[src/rtl/mem_write_buffer.sv]
// mem_write_buffer: store queue between the MEM-stage write-data encoder and data memory
//   Stores are queued and drained over memReq/memAck. A store to the same word as the
//   newest (non-head) entry merges into it. Loads that hit a pending word raise rdHazard.
//   clk, resetN                       : clock, asynchronous active-low reset
//   wrValid/wrAddr/wrData/wrBe/wrReady: store request from MEM stage
//   rdValid/rdAddr/rdHazard           : load address check against pending stores
//   memReq/memAddr/memData/memBe/memAck: head entry presented to memory
//   empty/count                       : occupancy
module mem_write_buffer #(
    parameter int DEPTH = 4,
    parameter int CNT_W = 3
) (
    input  logic             clk,
    input  logic             resetN,
    input  logic             wrValid,
    input  logic [31:0]      wrAddr,
    input  logic [31:0]      wrData,
    input  logic [3:0]       wrBe,
    output logic             wrReady,
    input  logic             rdValid,
    input  logic [31:0]      rdAddr,
    output logic             rdHazard,
    output logic             memReq,
    output logic [31:0]      memAddr,
    output logic [31:0]      memData,
    output logic [3:0]       memBe,
    input  logic             memAck,
    output logic             empty,
    output logic [CNT_W-1:0] count
);
    localparam int PTR_W = $clog2(DEPTH);
    localparam logic [CNT_W-1:0] FULL = CNT_W'(DEPTH);
    logic [PTR_W-1:0] head, tail, tail_m1;
    logic [29:0]      addr_q [DEPTH];
    logic [31:0]      data_q [DEPTH];
    logic [3:0]       be_q   [DEPTH];
    logic [DEPTH-1:0] valid;
    logic             merge, push, pop, hit;
    logic             unused_bits;
    assign unused_bits = ^{wrAddr[1:0], rdAddr[1:0]};
    assign tail_m1 = tail - 1'b1;
    // the head may be in flight, so only a non-head newest entry (count>=2) is merged into
    assign merge   = wrValid && |wrBe && count >= CNT_W'(2) && wrAddr[31:2] == addr_q[tail_m1];
    assign push    = wrValid && |wrBe && !merge && count < FULL;
    assign pop     = memReq && memAck;
    assign wrReady = merge || count < FULL;
    assign empty   = count == '0;
    assign memReq  = !empty;
    assign memAddr = empty ? 32'h0 : {addr_q[head], 2'b00};
    assign memData = empty ? 32'h0 : data_q[head];
    assign memBe   = empty ? 4'h0 : be_q[head];
    always_comb begin
        hit = 1'b0;
        for (int i = 0; i < DEPTH; i++)
            hit = hit | (valid[i] && addr_q[i] == rdAddr[31:2]);
        rdHazard = rdValid && hit;
    end
    always_ff @(posedge clk or negedge resetN) begin
        if (!resetN) begin
            head  <= '0;
            tail  <= '0;
            count <= '0;
            valid <= '0;
            for (int i = 0; i < DEPTH; i++) begin
                addr_q[i] <= '0;
                data_q[i] <= '0;
                be_q[i]   <= '0;
            end
        end else begin
            if (merge) begin
                // be bit k selects lane bits [31-8k -: 8]
                for (int k = 0; k < 4; k++)
                    if (wrBe[k]) data_q[tail_m1][31-8*k -: 8] <= wrData[31-8*k -: 8];
                be_q[tail_m1] <= be_q[tail_m1] | wrBe;
            end
            if (push) begin
                addr_q[tail] <= wrAddr[31:2];
                data_q[tail] <= wrData;
                be_q[tail]   <= wrBe;
                valid[tail]  <= 1'b1;
                tail         <= tail + 1'b1;
            end
            if (pop) begin
                valid[head] <= 1'b0;
                head        <= head + 1'b1;
            end
            count <= count + CNT_W'(push) - CNT_W'(pop);
        end
    end
endmodule

[config.mk]
export PLATFORM = sky130hd
export DESIGN_NAME = mem_write_buffer
export DESIGN_NICKNAME = d
export VERILOG_FILES = /design/src/rtl/mem_write_buffer.sv
export SDC_FILE = /design/constraint.sdc
export NUM_CORES = 1
export LEC_CHECK = 0
export CAP_MARGIN = 20
export CORE_MARGIN = 4
export CORE_UTILIZATION = 50
export CTS_CLUSTER_SIZE = 30
export DETAILED_ROUTE_END_ITERATION = 8
export PLACE_DENSITY = 0.76
export SETUP_SLACK_MARGIN = 0.3
export SYNTH_ARGS = -nofsm -noshare
export SYNTH_HDL_FRONTEND = slang
export SYNTH_SLANG_ARGS = --single-unit
[constraint.sdc]
create_clock -name clk -period 11.9 [get_ports clk]
set_input_delay 2.38 -clock clk [delete_from_list [all_inputs] [get_ports clk]]
set_output_delay 2.38 -clock clk [all_outputs]
set_load 0.01 [all_outputs]
==> out/results.ini <==
[global_routing]
antenna_found_initial=2
first_global_vias=10700
global_route.usage.total=0.238
grt_pass1_wl_mm=63.4
grt_max_degree=161
grt.overflow.total=0

[finish]
area.growth.synth_to_final_pct=18.2
leading_cell_type_in_the_layout_fill_and_taps_excluded=sky130_fd_sc_hd__dfrtp_1
final_design_area_no_fill_um2=18600
layout.cells.most_common_list=272 x sky130_fd_sc_hd__dfrtp_1, 185 x sky130_fd_sc_hd__mux2_2, 172 x sky130_fd_sc_hd__clkdlybuf4s50_1, 99 x sky130_fd_sc_hd__xnor2_1, 86 x sky130_fd_sc_hd__mux4_2
multi_input_area_um2=8350
fill_cells=2371
layout-drive-gt1-share=0.310
numnets_final=1383
final-instance-count-excl-fill=1687
seq_area_um2=6890

[floorplan]
floorplan.io_pins=180
floorplan.rows=64
die_h_um=185
core-area_um2=30800
start_util=0.511
floorplan.die_area_um2=34400
die-width_um=185

[sta]
final-hold-violation-count=0
unrepaired_setup_endpoints_after_global_routing=false
min_period_over_period=0.684
max_slew.worst_pin.slew_ps=1110
totalNegativeSetupSlack_ps=0
relSlewSlack=0.259
fin_skew_ps=11.4
final.setup.worst_slack_ps=3760
slew_viol_final=0
clock.fmax_ghz=0.123
setup-violations-final=0
timing.final.crit_period_ps=8140

[clocking]
tritoncts.num_buffers=31
tritoncts=built
cts_hold_buffers=0
root_buffer=sky130_fd_sc_hd__clkbuf_16
clkLatencyLatePin_ps=560
clock_path_buffers=3
cts.reportedPaths.clkPinSlew_ps=60
cts_resized=0
cts.repair_timing.setup_buffer_count=0
cts_sinks=275
ctsHtreeMaxLevel=1

[route]
via_count=10200
dr.pass1.iters=5
highest-signal-layer=met4
drt_iter0_drc=649
detail_route.wirelength_mm=40.9
wl_met3_mm=3.05
ant_nets=0
drt_wl_cell_um=24.2
detail_route.vias_per_cell=6.04
wl_met2_mm=19.4
met1_length_mm=17.3
drt_drc_violations_left=0

[worst_hold_path]
timing.hold.worst.class=reg -> reg
worstHoldStart=data_q[27]$_DFF_PN0_

[pwr]
power_frac_seq=0.317
combinationalPowerShare=0.526
ir_drop_uv=151
net-switching-power_mw=2.10
static_power_due_to_leakage_nw=7.49
p_int_mw=3.78
clock_power_share=0.158
cellPowerDensity_nw_per_um2=316
sw_ratio=0.357
report.power.total_mw=5.87

[worst_setup_path]
timing.critical_path.slowest_stage_cell=sky130_fd_sc_hd__ha_2
required_worst_endpoint_ps=9520
cp_cell_sequence=buf_4 > inv_2 > ha_2 > buf_4 > mux4_2 > xnor2_1 > nand4_1 > or3_1 > or3_4 > o21ai_0 > clkdlybuf4s50_1
r2r_slack_ps=5880
arrival_time_reported_for_the_critical_path_endpoint_ps=5760
r2r_end=count[2]$_DFF_PN0_
worst_path_largest_cell_delay_ps=620
critical_path.max_fanout=33
worst_r2r_path_depth=17
worstSetupStartpointType=flip-flop
r2r_start=tail[0]$_DFFE_PN0N_
crit_type=reg -> out
cp-end-kind=primary output
critPathLaunch=tail[0]$_DFFE_PN0N_
critPathCapture=wrReady
cpMostUsedCell=sky130_fd_sc_hd__buf_4

[synthesis]
synth.top_cells.by_area=sky130_fd_sc_hd__dfrtp_1 44%, sky130_fd_sc_hd__mux2_2 13%, sky130_fd_sc_hd__mux4_2 12%
synth_seq_cells=275
area_share_of_the_largest_cell_type_after_synthesis=0.437
postSynthAreaPerCell_um2=13.8
asyncSetResetFlopFracSynth=1.00
postSynthCellCount=1137
syn_area_um2=15700
synth_ff_type=sky130_fd_sc_hd__dfrtp_1
synth_edf_count=0
synth.yosys.warnings=0
synth.largest_area_cell=sky130_fd_sc_hd__dfrtp_1
post_synth_num_cell_types=48
synth.yosys.seq_area_share=0.437

[placement]
port_buffers=173
post_dp_cell_area_um2=17600
gpl.final_weighted_congestion=0.937
place.detailed.hpwl_mm=27.6
placedCellCount=1629
post_place_setup_slack_ps=4150

[run_status]
status=completed

[flow_run]
timing.max_cap.violations=0

Yosys cell counts, drive strengths merged (2+ instances only):
| master | number |
|---|---|
| a21oi | 9 |
| nor4 | 36 |
| nand3 | 2 |
| and2 | 67 |
| nor3 | 6 |
| mux2 | 249 |
| a221oi | 2 |
| mux4 | 91 |
| inv | 16 |
| nand2 | 8 |
| nand4 | 26 |
| mux2i | 19 |
| xnor2 | 99 |
| or3 | 3 |
| nor2 | 24 |
| dfrtp | 275 |
| clkbuf | 37 |
| a21o | 17 |
| xor2 | 55 |
| o32a | 16 |
| buf | 51 |
| o21ai | 5 |
| ha | 11 |
metal layers:
metal | track usage | up-vias
met5 | 0 | -
met1 | 0.334 | 5299
met2 | 0.380 | 376
li1 | - | 4448
met4 | 0.0622 | 0
met3 | 0.0549 | 72
layout make-up:
cell class                      instances  share of cell area
Timing Repair Buffer                  183              0.0981
Clock inverter                          9             0.00545
Multi-Input combinational cell        759               0.449
Tap cell                              396              0.0266
Antenna cell                            2            0.000269
Clock buffer                           47              0.0471
Inverter                               16             0.00323
Sequential cell                       275               0.370
per-stage QoR:
stage	utilization	hold WS [ps]
after global placement	0.572	463
after CTS	0.603	488
after floorplan	-	453
after detailed placement	0.572	475
after global routing	0.603	506
final	0.603	483
cell families after synthesis:
group	after synthesis	synth area share
AO/OA/AOI/OAI	56	0.0285
flip-flops	275	0.437
AND/OR/NAND/NOR	176	0.0688
other	1	0.000238
buffers and inverters	104	0.0349
adder cells (fa/ha/maj)	12	0.0100
multiplexers	359	0.335
XOR/XNOR	154	0.0857
worst min-delay path by stage:
stage,cells past startpoint,slack [ps],to
2_1_floorplan,1,450,data_q[0]$_DFF_PN0_
6_report,1,480,data_q[27]$_DFF_PN0_
3_5_place_dp,1,470,data_q[27]$_DFF_PN0_
3_3_place_gp,1,460,data_q[21]$_DFF_PN0_
4_1_cts,1,490,data_q[27]$_DFF_PN0_
5_1_grt,1,510,data_q[27]$_DFF_PN0_
sequential cells by signal (all words and copies together), names as in the netlist:
signal  count
count       3
be_q       16
valid       4
head        2
addr_q    120
tail        2
data_q    128
critical path, delay by kind of cell, from the launching register on:
kind	cells	cell delay, ps
buffers and inverters	4	1990
AO/OA/AOI/OAI	1	250
multiplexers	1	400
AND/OR/NAND/NOR	3	1210
XOR/XNOR	1	350
adder cells (fa/ha/maj)	1	620
flip-flops	1	350
power groups by stage:
stage / logic, mW / clock network, mW / registers [mW]
4_1_cts: 3.10 / 0.947 / 1.86
5_1_grt: 3.30 / 0.982 / 1.93
2_1_floorplan: 2.14 / 0 / 1.70
3_5_place_dp: 3.08 / 0 / 1.86
6_report: 3.09 / 0.926 / 1.86
3_3_place_gp: 3.04 / 0 / 1.84
No activity file was read; power rests on OpenSTA's default activity.
